**config.mk**
```make
export PLATFORM = sky130hd
export DESIGN_NAME = seg_scan_mux
export DESIGN_NICKNAME = d
export VERILOG_FILES = /design/src/rtl/seg_scan_mux.sv
export SDC_FILE = /design/constraint.sdc
export NUM_CORES = 1
export LEC_CHECK = 0
export ABC_AREA = 1
export ABC_CLOCK_PERIOD_IN_PS = 1600
export CORE_MARGIN = 2
export CORE_UTILIZATION = 30
export CTS_CLUSTER_SIZE = 24
export DETAILED_ROUTE_END_ITERATION = 8
export SLEW_MARGIN = 20
export SYNTH_ARGS = -nofsm -noshare
export SYNTH_HDL_FRONTEND = slang
export SYNTH_SLANG_ARGS = --single-unit
```
**constraint.sdc**
```tcl
create_clock -name clk -period 1.6 [get_ports clk]
set_input_delay 0.32 -clock clk [delete_from_list [all_inputs] [get_ports clk]]
set_output_delay 0.32 -clock clk [all_outputs]
set_load 0.05 [all_outputs]
```
**src/rtl/seg_scan_mux.sv**
```systemverilog
// Seven-segment scan multiplexer: one shared segment bus, active-low anodes,
// a per-frame input snapshot and an optional dead-time gap at each slot start.
module seg_scan_mux #(
    parameter int NUM_DIGITS  = 4,
    parameter int REFRESH_DIV = 50000,
    parameter int DEAD_CYCLES = 500
) (
    input  logic                          clk,
    input  logic                          reset,
    input  logic                          enable,
    input  logic [8*NUM_DIGITS-1:0]       seg_in,
    input  logic [NUM_DIGITS-1:0]         blank_in,
    output logic [NUM_DIGITS-1:0]         an,
    output logic [7:0]                    seg,
    output logic [$clog2(NUM_DIGITS)-1:0] digit_idx,
    output logic                          frame_start
);

    localparam int IDX_W = $clog2(NUM_DIGITS);
    localparam int CNT_W = $clog2(REFRESH_DIV);

    localparam logic [CNT_W-1:0] LAST_CNT   = CNT_W'(REFRESH_DIV - 1);
    localparam logic [CNT_W-1:0] DEAD_C     = CNT_W'(DEAD_CYCLES);
    localparam logic [IDX_W-1:0] LAST_DIGIT = IDX_W'(NUM_DIGITS - 1);

    localparam logic [0:0] PH_DEAD = 1'b0;
    localparam logic [0:0] PH_ON   = 1'b1;

    logic [CNT_W-1:0]        cnt_q, cnt_d;
    logic [IDX_W-1:0]        digit_q, digit_d;
    logic [8*NUM_DIGITS-1:0] seg_snap_q, seg_snap_d;
    logic [NUM_DIGITS-1:0]   blank_snap_q, blank_snap_d;
    logic [NUM_DIGITS-1:0]   an_q, an_d;
    logic [7:0]              seg_q, seg_d;
    logic                    frame_start_q, frame_start_d;
    logic                    snap_take;
    logic [0:0]              phase_d;

    // Phase of the cycle being entered; a zero dead time means always ON.
    if (DEAD_CYCLES == 0) begin : g_no_dead
        assign phase_d = PH_ON;
    end else begin : g_dead
        assign phase_d = (cnt_d < DEAD_C) ? PH_DEAD : PH_ON;
    end

    always_comb begin
        cnt_d   = cnt_q + 1'b1;
        digit_d = digit_q;
        if (cnt_q == LAST_CNT) begin
            cnt_d   = '0;
            digit_d = (digit_q == LAST_DIGIT) ? '0 : digit_q + 1'b1;
        end

        snap_take     = (cnt_q == '0) && (digit_q == '0);
        seg_snap_d    = snap_take ? seg_in   : seg_snap_q;
        blank_snap_d  = snap_take ? blank_in : blank_snap_q;
        frame_start_d = snap_take;

        // Outputs are computed for the next cycle so they line up with cnt/digit there.
        an_d  = '1;
        seg_d = 8'hFF;
        if ((phase_d == PH_ON) && enable && !blank_snap_d[digit_d]) begin
            an_d[digit_d] = 1'b0;
            seg_d         = seg_snap_d[{digit_d, 3'b000} +: 8];
        end
    end

    always_ff @(posedge clk) begin
        if (reset) begin
            cnt_q         <= '0;
            digit_q       <= '0;
            seg_snap_q    <= '1;
            blank_snap_q  <= '1;
            an_q          <= '1;
            seg_q         <= 8'hFF;
            frame_start_q <= 1'b0;
        end else begin
            cnt_q         <= cnt_d;
            digit_q       <= digit_d;
            seg_snap_q    <= seg_snap_d;
            blank_snap_q  <= blank_snap_d;
            an_q          <= an_d;
            seg_q         <= seg_d;
            frame_start_q <= frame_start_d;
        end
    end

    assign an          = an_q;
    assign seg         = seg_q;
    assign digit_idx   = digit_q;
    assign frame_start = frame_start_q;

endmodule

```
==> impl_metrics.env, run 1 <==
export IMPL_outcome="complete, but fails checks"
export IMPL_violations="setup timing"
export IMPL_p_per_area_mw_per_mm2=799
export IMPL_fmax_mhz=536
export IMPL_synth_xor_area_frac=0.00268
export IMPL_leakagePower_uw=0.00249
export IMPL_cts_buffers=9
export IMPL_worstSetupStartpointType="flop"
export IMPL_final_core_util=0.493
export IMPL_crit_arrival_ps=2100
export IMPL_slew_viol_final=0
export IMPL_die_w_um=108
export IMPL_worst_slack_ps=-266
export IMPL_synth_enable_flop_cells=0
export IMPL_layout_min_cycle_time_ps=1870
export IMPL_grt_pass1_wl_um=16200
export IMPL_rows=38
export IMPL_syn_area_mm2=0.00326
export IMPL_layout_cells_non_filler=797
export IMPL_grt_max_degree=22
export IMPL_drt_total_wl_um=10000
export IMPL_drt_iter0_drc=137
export IMPL_drt_first_pass_iters=5
export IMPL_yosys_warnings=0
export IMPL_yosysSeqAreaShare=0.411
export IMPL_netlist_instances=495
export IMPL_fin_worst_skew_ps=9.18
export IMPL_drive_gt1_frac=0.342
export IMPL_grt_usage=0.177
export IMPL_cts_root_buffer="clkbuf_8"
export IMPL_synth_cell_types=23
export IMPL_initial_core_util=0.304
export IMPL_clk_latency_ps=340
export IMPL_critPathMostFrequentCell="nor2_4"
export IMPL_first_global_vias=3468
export IMPL_async_reset_ff_frac=0
export IMPL_setup_viol=12
export IMPL_cp_slowest_stage_delay_ps=380
export IMPL_synth_avg_cell_area_um2=6.59
export IMPL_fin_hold_ws_ps=456
export IMPL_synthFlopType="dfxtp_1"
export IMPL_rsz0062_at_grt="true"
export IMPL_cts_htree_levels=3
export IMPL_slew_headroom=0.838
export IMPL_nets=695
export IMPL_hold_path_class="reg -> reg"
export IMPL_report_final_hold_viol_count=0
export IMPL_worstPathCellList="ha_4, nand3_4, nor2_4, buf_6, nand3_4, nand2_8, nor2_4, nand2_1, nand2_2, nor2_4, buf_12, buf_16, nand3_2"
export IMPL_area_growth_synth_to_final_pct=62.3
export IMPL_synth_area_leaders="dfxtp_1 41%, nand2_1 20%, nand3_1 16%"
export IMPL_antenna_cells=0
export IMPL_setup_worst_path_class="reg -> reg"
export IMPL_finalPower_uw=4230
export IMPL_endpoint_kind="flop"
export IMPL_cts_tree="done"
export IMPL_antenna_found_initial=0
export IMPL_ios=54
export IMPL_cts_sinks=67
export IMPL_synth_top_area_cell="dfxtp_1"
export IMPL_vdd_ir_drop_max_mv=0.496
export IMPL_maxCapViolations=0
export IMPL_synth_compound_area_share=0.0123
export IMPL_cts_buffer_depth=2
export IMPL_gr_total_overflow=0
export IMPL_yosysMostFrequentCell="nand2_1"
export IMPL_fp_dieH_um=108
export IMPL_antenna_left=0
export IMPL_tightestPinTransition_ps=242
export IMPL_synth_top_family_by_area="simple AND/OR/NAND/NOR gates"
export IMPL_synthMuxAreaShare=0
export IMPL_portBuffers=53
export IMPL_vias_per_cell=4.61
export IMPL_yosys_area_share_simple=0.489
export IMPL_vias=3675
export IMPL_synth_seq_cells=67
export IMPL_dieArea_mm2=0.0117
export IMPL_drcViolationCount=0
export IMPL_dp_hpwl_um=7140
export IMPL_core_area_mm2=0.0107
export IMPL_wl_per_cell_um=12.5
export IMPL_crit_slowest_cell="dfxtp_4"
export IMPL_syn_num_nets=538
export IMPL_yosysTopAreaCellShare=0.411
export IMPL_cp_max_fo=6
export IMPL_hold_buffers=0
export IMPL_synth_adder_area_share=0.0153
export IMPL_dp_cells=768
export IMPL_clk_pin_slew_worst_paths_ps=70
export IMPL_place_congestion=0.843
export IMPL_required_ps=1830
export IMPL_synth_common_cells="175 x nand2_1, 104 x nand3_1, 67 x dfxtp_1"
export IMPL_fin_crit_sh=1.17
[worst max-delay path, delay by kind of cell (launching register included)]
kind / cells / cell delay, ps
buf+inv: 3 / 350
simple gates: 9 / 850
flops: 1 / 380
fa+ha+maj: 1 / 170
[cell usage in the layout, fill, tap and decap left out, types with 4 or more instances in the layout]
cell             netlist  final
buf_12                 0      7
buf_4                  1    111
buf_6                  2      8
clkbuf_8               0     10
clkdlybuf4s50_1        0     38
dfxtp_1               67     58
dfxtp_2                0      5
dfxtp_4                0      4
inv_1                 31     25
inv_2                  1      5
nand2_1              175    154
nand2_2                4     20
nand2_4                3      7
nand3_1              104     85
nand3_2                2     18
nand4_1                4      4
nor2_1                61     55
nor2_2                 4      5
nor2_4                 4      9
o21ai_0                4      4
[final timing paths]
path                             from             endpoint  slack [ps]  cells past startpoint
hold / removal    cnt_q[0]$_SDFF_PP0_  cnt_q[0]$_SDFF_PP0_         460                      1
setup reg to reg  cnt_q[0]$_SDFF_PP0_     an[2]$_SDFF_PP1_        -270                     13
setup / recovery  cnt_q[0]$_SDFF_PP0_     an[2]$_SDFF_PP1_        -270                     13
hold reg to reg   cnt_q[0]$_SDFF_PP0_  cnt_q[0]$_SDFF_PP0_         460                      1
[kinds of logic after synthesis]
| group | after synthesis |
|---|---|
| flip-flops | 67 |
| buffers and inverters | 52 |
| AO/OA/AOI/OAI | 7 |
| XOR/XNOR | 1 |
| AND/OR/NAND/NOR | 364 |
| adder cells (fa/ha/maj) | 4 |
[metal layers]
metal	vias up	routed length (um)	global-route usage
li1	1899	-	-
met1	1664	4230	0.214
met2	93	5080	0.314
met3	19	467	0.0386
met4	0	221	0.0504
met5	-	0	0
[repair_timing]
item	in CTS	in global routing
buffers inserted	6	7
cloned	1	0
pin swaps	6	18
resized for setup	43	47
endpoints found under the setup margin	47	47
[registers in the layout (all words and copies together) (netlist names)]
signal,cells
blank_snap_q,4
seg_snap_q,32
an,4
digit_idx,2
seg,8
cnt_q,16
frame_start,1
[cell type report]
| type | instances | area (um2) |
|---|---|---|
| Timing Repair Buffer | 165 | 1470 |
| Inverter | 33 | 129 |
| Tap cell | 140 | 175 |
| Clock inverter | 5 | 36.3 |
| Clock buffer | 11 | 141 |
| Sequential cell | 67 | 1360 |
| Multi-Input combinational cell | 376 | 1980 |
| Fill cell | 1080 | 5450 |
[per-stage QoR]
| step | setup WS [ps] | setup TNS [ps] | instance area [um2] |
|---|---|---|---|
| after floorplan | -133 | -1530 | 3300 |
| after global placement | -305 | -5930 | 4670 |
| after detailed placement | -361 | -8020 | 4670 |
| after CTS | -235 | -2620 | 5090 |
| after global routing | -364 | -4100 | 5300 |
| final | -266 | -2740 | 5300 |
[where the power goes]
| part | total (uW) | leakage, uW | switching (uW) | internal [uW] |
|---|---|---|---|---|
| registers | 1840 | 0.000557 | 45.0 | 1790 |
| clock network | 1280 | 0.0000941 | 670 | 613 |
| logic | 1110 | 0.00184 | 531 | 580 |
| total | 4230 | 0.00249 | 1250 | 2990 |
(Power assumes the default switching activity.)
==> run 2: changes to the inputs <==
--- a/config.mk
+++ b/config.mk
@@ -9,6 +9,7 @@
 export ABC_CLOCK_PERIOD_IN_PS = 1600
 export CORE_MARGIN = 2
 export CORE_UTILIZATION = 30
+export CTS_CLUSTER_DIAMETER = 200
 export CTS_CLUSTER_SIZE = 24
 export DETAILED_ROUTE_END_ITERATION = 8
 export SLEW_MARGIN = 20
==> results of run 2 <==
No change in the layout: final DEF, timing and power equal those of run 1.
